===== config.mk =====
export PLATFORM = sky130hd
export DESIGN_NAME = btn_arbiter
export DESIGN_NICKNAME = d
export VERILOG_FILES = /design/src/rtl/btn_pkg.sv /design/src/rtl/btn_debounce.sv /design/src/rtl/btn_arbiter.sv
export SDC_FILE = /design/constraint.sdc
export NUM_CORES = 1
export LEC_CHECK = 0
export ABC_AREA = 1
export BUFFER_PORTS_ARGS = -buffer_cell sky130_fd_sc_hd__buf_2
export CORE_MARGIN = 2
export CORE_UTILIZATION = 30
export DETAILED_ROUTE_END_ITERATION = 10
export PLACE_DENSITY_LB_ADDON = 0.3
export REMOVE_ABC_BUFFERS = 1
export SETUP_SLACK_MARGIN = 0.05
export SYNTH_ARGS = -nofsm -noshare
export SYNTH_HDL_FRONTEND = slang
export SYNTH_SLANG_ARGS = --single-unit

===== constraint.sdc =====
create_clock -name clk -period 4.6 [get_ports clk]
set_input_delay 1.15 -clock clk [delete_from_list [all_inputs] [get_ports clk]]
set_output_delay 1.15 -clock clk [all_outputs]
set_load 0.05 [all_outputs]

===== src/rtl/btn_pkg.sv =====
// rtl/btn_pkg.sv - shared encodings, FSM state type and button bit positions for btn_arbiter
package btn_pkg;

    localparam logic [1:0] OWN_NONE  = 2'b00;
    localparam logic [1:0] OWN_WIRED = 2'b01;
    localparam logic [1:0] OWN_WLESS = 2'b10;

    typedef enum logic [1:0] {
        S_IDLE,
        S_WIRED,
        S_WLESS
    } state_t;

    localparam int B_W   = 0;
    localparam int B_S   = 1;
    localparam int B_A   = 2;
    localparam int B_D   = 3;
    localparam int B_ST  = 4;
    localparam int B_TRI = 5;
    localparam int B_SQR = 6;
    localparam int B_CIR = 7;
    localparam int B_CRO = 8;

    function automatic logic [1:0] own_code(input state_t st);
        case (st)
            S_WIRED: return OWN_WIRED;
            S_WLESS: return OWN_WLESS;
            default: return OWN_NONE;
        endcase
    endfunction

endpackage


===== src/rtl/btn_debounce.sv =====
// rtl/btn_debounce.sv - single-channel debouncer; db follows raw after DB_CYCLES stable cycles
module btn_debounce #(
    parameter int DB_CYCLES = 500000
) (
    input  logic clk,
    input  logic rst_n,
    input  logic raw,
    output logic db
);

    localparam int CW = (DB_CYCLES > 1) ? $clog2(DB_CYCLES) : 1;

    logic [CW-1:0] cnt;

    // Count clears on reaching the limit, so it never wraps.
    always_ff @(posedge clk) begin
        if (!rst_n) begin
            db  <= 1'b0;
            cnt <= '0;
        end else if (raw == db) begin
            cnt <= '0;
        end else if (cnt == CW'(DB_CYCLES - 1)) begin
            db  <= raw;
            cnt <= '0;
        end else begin
            cnt <= cnt + 1'b1;
        end
    end

endmodule


===== src/rtl/btn_arbiter.sv =====
// rtl/btn_arbiter.sv - debounces wired/wireless buttons and grants control to one source at a time
module btn_arbiter
    import btn_pkg::*;
#(
    parameter int DB_CYCLES   = 500000,
    parameter int IDLE_CYCLES = 100000000
) (
    input  logic       clk,
    input  logic       rst_n,
    input  logic [4:0] wired_btn,
    input  logic [8:0] wless_btn,
    input  logic       sw_mode,
    input  logic       sw_ret,
    output logic [3:0] dir_out,
    output logic       st_pulse,
    output logic [1:0] owner,
    output logic       mode_sel,
    output logic       stop_pulse,
    output logic       return_pulse
);

    localparam int IW = (IDLE_CYCLES > 1) ? $clog2(IDLE_CYCLES) : 1;

    logic [15:0] raw;
    logic [15:0] db;
    assign raw = {sw_ret, sw_mode, wless_btn, wired_btn};

    for (genvar i = 0; i < 16; i++) begin : g_db
        btn_debounce #(.DB_CYCLES(DB_CYCLES)) u_db (
            .clk   (clk),
            .rst_n (rst_n),
            .raw   (raw[i]),
            .db    (db[i])
        );
    end

    logic [4:0] wired_db;
    logic [8:0] wless_db;
    logic       mode_db;
    logic       ret_db;
    logic       unused_tri;
    assign wired_db   = db[4:0];
    assign wless_db   = db[13:5];
    assign mode_db    = db[14];
    assign ret_db     = db[15];
    assign unused_tri = wless_db[B_TRI];

    logic wired_act, wless_act;
    assign wired_act = |wired_db[B_ST:B_W];
    assign wless_act = |wless_db[B_ST:B_W];

    state_t        state, next_state;
    logic [IW-1:0] idle_cnt;
    logic          owner_act;
    logic          wired_st_q, wless_st_q, sqr_q, ret_q;
    logic [3:0]    sel_dir;
    logic          sel_st;
    logic          ret_lvl;

    assign ret_lvl = wless_db[B_CIR] | ret_db;

    always_comb begin
        next_state = state;
        owner_act  = 1'b0;
        case (state)
            S_IDLE: begin
                if (wired_act)      next_state = S_WIRED;
                else if (wless_act) next_state = S_WLESS;
            end
            S_WIRED: begin
                owner_act = wired_act;
                if (!wired_act && idle_cnt == IW'(IDLE_CYCLES - 1)) next_state = S_IDLE;
            end
            S_WLESS: begin
                owner_act = wless_act;
                if (!wless_act && idle_cnt == IW'(IDLE_CYCLES - 1)) next_state = S_IDLE;
            end
            default: next_state = S_IDLE;
        endcase
    end

    // Outputs follow the next-state owner so a grant forwards its own press.
    always_comb begin
        sel_dir = 4'b0000;
        sel_st  = 1'b0;
        case (next_state)
            S_WIRED: begin
                sel_dir = wired_db[B_D:B_W];
                sel_st  = wired_db[B_ST] & ~wired_st_q;
            end
            S_WLESS: begin
                sel_dir = wless_db[B_D:B_W];
                sel_st  = wless_db[B_ST] & ~wless_st_q;
            end
            default: ;
        endcase
    end

    always_ff @(posedge clk) begin
        if (!rst_n) begin
            state        <= S_IDLE;
            idle_cnt     <= '0;
            wired_st_q   <= 1'b0;
            wless_st_q   <= 1'b0;
            sqr_q        <= 1'b0;
            ret_q        <= 1'b0;
            dir_out      <= 4'b0000;
            st_pulse     <= 1'b0;
            owner        <= OWN_NONE;
            mode_sel     <= 1'b1;
            stop_pulse   <= 1'b0;
            return_pulse <= 1'b0;
        end else begin
            state <= next_state;
            if (next_state != state || state == S_IDLE || owner_act)
                idle_cnt <= '0;
            else if (idle_cnt != IW'(IDLE_CYCLES - 1))
                idle_cnt <= idle_cnt + 1'b1;
            wired_st_q   <= wired_db[B_ST];
            wless_st_q   <= wless_db[B_ST];
            sqr_q        <= wless_db[B_SQR];
            ret_q        <= ret_lvl;
            dir_out      <= sel_dir;
            st_pulse     <= sel_st;
            owner        <= own_code(next_state);
            mode_sel     <= ~(mode_db | wless_db[B_CRO]);
            stop_pulse   <= wless_db[B_SQR] & ~sqr_q;
            return_pulse <= ret_lvl & ~ret_q;
        end
    end

endmodule


### Word level (Yosys, flattened, before mapping)

Index checks and enable logic that the tools add are counted.

* $add $sub $neg: 16
* equal/unequal tests: 37
* multiplexer cells: 9
* bitwise gates (word level): 27
* reduce and logical (&&, ||, !) cells: 40

Operator list (count)
* $add A19 B1 Y19 const B: 15
* $eq A19 B19 Y1 const B: 15
* $reduce_or A3 Y1: 15
* $reduce_and A2 Y1: 15
* $add A27 B1 Y27 const B: 1
* $eq A27 B27 Y1 const B: 1
* $ne A27 B27 Y1 const B: 1
* $not A1 Y1: 21
* $eq A1 B1 Y1: 15
* $reduce_or A5 Y1: 2
* $mux W2: 4
* $pmux W4 S2: 1
* $pmux W2 S3: 1
* $and A1 B1 Y1: 4
* $eq A2 B1 Y1 const B: 2
* $eq A2 B2 Y1 const B: 2
* $pmux W1 S2: 2
* $pmux W2 S2: 1
* $logic_and A1 B1 Y1: 2
* $logic_not A1 Y1: 2
* $logic_not A2 Y1: 1
* $logic_or A1 B1 Y1: 2
* $ne A2 B2 Y1: 1
* $or A1 B1 Y1: 2
* $reduce_or A2 Y1: 1

* flip-flop bits (word level): 343
* bits of input ports: 18
* output and inout bits: 10

### Longest topological paths before layout

* word-level depth: 9
* mapped depth: 17

### Hierarchy

From an unflattened synthesis, not the netlist that was laid out.

* cell total of the unflattened synthesis: 2900
* area total of the unflattened synthesis: 19417.4 sq um

By module, submodules not included
* btn_debounce at g_db[0].u_db ...: instances 14, cells an instance 174, area an instance 1141.1 sq um
* btn_arbiter: instances 1, cells an instance 313, area an instance 2418.6 sq um
* btn_debounce at g_db[9].u_db: instances 1, cells an instance 151, area an instance 1023.5 sq um

### Worst setup path after synthesis

OpenSTA, ideal clock, no wires.

* path type: in2reg
* start: in rst_n
* end: reg g_db[8].u_db.cnt[14]
* library setup time: 78 ps
* arrival time: 2120 ps
* slack: 2402 ps
* stages on the path: 5
* path buffers: 3
* path through: buf_2 > clkbuf_1 > nand3_1 > buf_2 > nor3_1

* word-level cells in the longest chain between the ends: 2

Ends and longest elaborated chain
* start, declared: line btn_arbiter.sv:9 `input logic rst_n,`
* $not A1 Y1 (no source line)
* $reduce_or A3 Y1 (no source line)
* end signal, assigned: line btn_debounce.sv:26 `cnt <= cnt + 1'b1;`
* end, declared: line btn_debounce.sv:13 `logic [CW-1:0] cnt;`

No other way between the ends.
A chain may end at the register's enable or synchronous reset.

### Final worst setup path

* start: in rst_n
* end: reg g_db[9].u_db.cnt[13]

* word-level cells in the longest chain between the ends: 2

Ends and longest elaborated chain (line)
* $not A1 Y1 (no source line)
* $reduce_or A3 Y1 (no source line)
* end signal, assigned: btn_debounce.sv:26
* end, declared: btn_debounce.sv:13

No other way between the ends.

==> results.tsv <==
metric	value	unit
Min Hold Slack	390	ps
reg2reg start	state[0]	
Fmax achieved	0.398	GHz
Top FF cell, synth	dfxtp_1	
DR iter-0 viols	629	
die height	235	um
post-synthesis cell type count	40	
Fin. Hold Viols	0	
Hold-fix buffers, CTS	0	
Slew Viols, Final	0	
WL met2	14400	um
Fillers	5540	
worst skew pair latency	530	ps
Cells after DPL	2879	
cell repeated most along the worst path	inv_1	
Int Power	4.88	mW
HP Class	reg2reg	
Post-synth ARST share	0	%
clock skew	15.8	ps
WL final	31700	um
H-tree depth	2	
Remaining Overflow, GRT	0	
maxcap violations	0	
pwr dens	338	mW/mm^2
Met3 Wirelength	1220	um
TritonCTS Buffers	38	
WP data required	5060	ps
Hold Path End	stop_pulse	
Sink Count	343	
Yosys reg bits	343	
die extent in x	235	um
Clk pwr share	49.8	%
die area	0.0554	mm^2
Hold Path Origin	sqr_q	
Post-Synthesis Cells	2186	
post-layout min period	2510	ps
clock root buffer master	clkbuf_16	
WL/cell	10.8	um
cell area after layout	0.0182	mm^2
VDD IR max	241	uV
total number of vias	13300	
worst reg2reg endpoint	st_pulse	
wl on met1	15400	um
largest net degree at the start of global routing	28	
top cell family by delay on the critical path	buffers and inverters	
total track usage	11.5	%
Post-Layout Cell Count	2945	
layout cells sized above 1	7.58	%
critical path peak fanout	16	
hold path depth	1	
P_sw	1.28	mW
crit start category	input pin	
# IOs	28	
GPL Wtd Cong	0.791	
CP max stage delay	480	ps
cell chain of the critical path	buf_2 -> inv_1 -> nor2_1 -> nand3_1 -> inv_1 -> o21ai_0 -> a21oi_1	
port bufs	26	
Area Overhead vs Synth	13.4	%
worst-case clock buffer depth	3	
Post-Syn Area per Cell	7.35	um^2
NumNets Final	2273	
Critical-path top delay cell	nand3_1	
Initial Util	30.5	%
Via density	4.53	
RSZ-0062 raised after global routing	no	
Sw Ratio	20.8	%
first-pass GRT wire length	56000	um
worst relative slew slack	52.2	%
post-synthesis sequential area ratio	42.7	%
Setup TNS	0	ps
uppermost layer routed	met5	
Core Box Area	0.0528	mm^2
Gate power share	1.6	%
nature of the critical path endpoint	flip-flop	
postcts setup bufs	0	
sequential fraction of design power	48.6	%
crit share post-route	54.7	%
Mapped Area	0.0161	mm^2
endpoints failing setup	0	
DRT Pass-1 Iters	5	
row cnt	84	
# diodes	0	
Final ANT Viol Nets	0	
number of global-route vias before repair	12500	
clock tree from TritonCTS	done	
detailed placer's ending HPWL	23000	um
outcome	finished, final reports clean	
CP bufs+invs	3	
Yosys warnings	0	
initial antenna violation count	1	
Post-CTS Resized	0	
reg-to-reg slack, setup	2200	ps
Worst R2R Path Depth	12	
Worst Max-Slew Pin Slew	715	ps
clock slew at reported path FFs	60	ps
Static Leak	6.47	nW
Arr. time, crit path	2980	ps
Placement Cell Area	0.0169	mm^2
kind of critical path	in2reg	
number of synthesized flops with an enable pin	0	
# DRC	0	
-- per-stage QoR --
step	utilization, %	total power [mW]	setup slack, ps
final	34.5	6.17	2090
after global routing	34.5	6.44	1830
after CTS	34.5	6.30	2030
after global placement	32.1	3.16	1520
after detailed placement	32.1	3.16	1510
after floorplan	-	3.12	2460
-- metal layers --
layer  track usage [%]  up-vias
li1                  -     7143
met1              15.0     6012
met2              19.3      131
met3              2.26       49
met4              3.38        2
met5                 0        -
-- logic make-up (layout without fill, tap and decap cells) --
family / count (synthesis) / in the layout / share of synthesized area, %
xor+xnor: 116 / 116 / 6.32
compound gates: 213 / 213 / 7.17
fa+ha+maj: 24 / 24 / 1.87
buf+inv: 376 / 447 / 9.03
flops: 343 / 343 / 42.7
simple gates: 1114 / 1114 / 32.9
-- power groups by stage --
stage          Combinational (mW)  Clock (mW)  Sequential, mW
2_1_floorplan              0.0622           0            3.06
3_3_place_gp               0.0994           0            3.06
3_5_place_dp                0.102           0            3.06
4_1_cts                     0.103        3.21            2.99
5_1_grt                     0.116        3.33            2.99
6_report                   0.0999        3.07            2.99
-- flip-flops by register name, summed over array words and instances (netlist names) --
name / cells
dir_out: 4
g_db.u_db.cnt: 285
g_db.u_db.db: 15
idle_cnt: 27
mode_sel: 1
owner: 2
ret_q: 1
return_pulse: 1
sqr_q: 1
st_pulse: 1
state: 2
stop_pulse: 1
wired_st_q: 1
wless_st_q: 1
-- layout make-up --
type                            count  area [um^2]  area share [%]
Inverter                          354         1330            7.29
Tap cell                          688          861            4.73
Clock inverter                      6         86.3           0.474
Multi-Input combinational cell   1467         7750            42.6
Timing Repair Buffer               27          138           0.755
Sequential cell                   343         6870            37.7
Clock buffer                       60         1180            6.50
-- cells in the final DEF (no fill, tap or decap), types with 6 or more instances in the layout --
cell | synthesis | routed
o21ai_0 | 55 | 55
nand3_1 | 124 | 124
inv_2 | 9 | 9
buf_2 | 6 | 26
clkbuf_8 | 0 | 13
dfxtp_1 | 343 | 343
nand4_1 | 72 | 72
a31oi_1 | 10 | 10
or2_2 | 14 | 14
ha_1 | 24 | 24
a21oi_1 | 117 | 117
nor3_2 | 16 | 16
nor3_1 | 124 | 124
nor2_2 | 6 | 6
clkbuf_1 | 14 | 8
nor2_1 | 293 | 293
nand2_1 | 356 | 356
nand2_2 | 9 | 9
clkbuf_16 | 0 | 39
nor2_4 | 24 | 24
o21a_1 | 12 | 12
xnor2_1 | 20 | 20
nor4_1 | 30 | 30
nor3b_1 | 29 | 29
xor2_1 | 96 | 96
inv_1 | 343 | 343
-- cell usage after synthesis, drive strengths merged, types with 4 or more instances --
cell type | number | share of area, %
dfxtp | 343 | 43
a21oi | 118 | 3.7
nor3 | 140 | 4.9
a211oi | 5 | 0.23
xor2 | 96 | 5.2
nand3b | 5 | 0.23
buf | 8 | 0.44
xnor2 | 20 | 1.1
ha | 24 | 1.9
nand3 | 124 | 3.9
nand2 | 369 | 8.9
o21ai | 58 | 1.8
o21a | 12 | 0.56
o31ai | 4 | 0.19
nor2 | 323 | 8.8
clkbuf | 14 | 0.33
nand4 | 72 | 2.8
nor3b | 29 | 1.4
and3 | 4 | 0.16
inv | 352 | 8.2
a31oi | 10 | 0.39
or2 | 17 | 0.66
nor4 | 31 | 1.2
-- worst max-delay path by stage --
stage          start              endpoint  slack, ps  cells after the start
2_1_floorplan  rst_n   g_db[4].u_db.cnt[9]       2460                      6
6_report       rst_n  g_db[9].u_db.cnt[13]       2090                      7
3_3_place_gp   rst_n  g_db[9].u_db.cnt[13]       1520                      7
4_1_cts        rst_n  g_db[9].u_db.cnt[13]       2030                      7
3_5_place_dp   rst_n  g_db[3].u_db.cnt[16]       1510                      8
5_1_grt        rst_n  g_db[11].u_db.cnt[9]       1830                      7
Power figures use the tool's default switching activity.
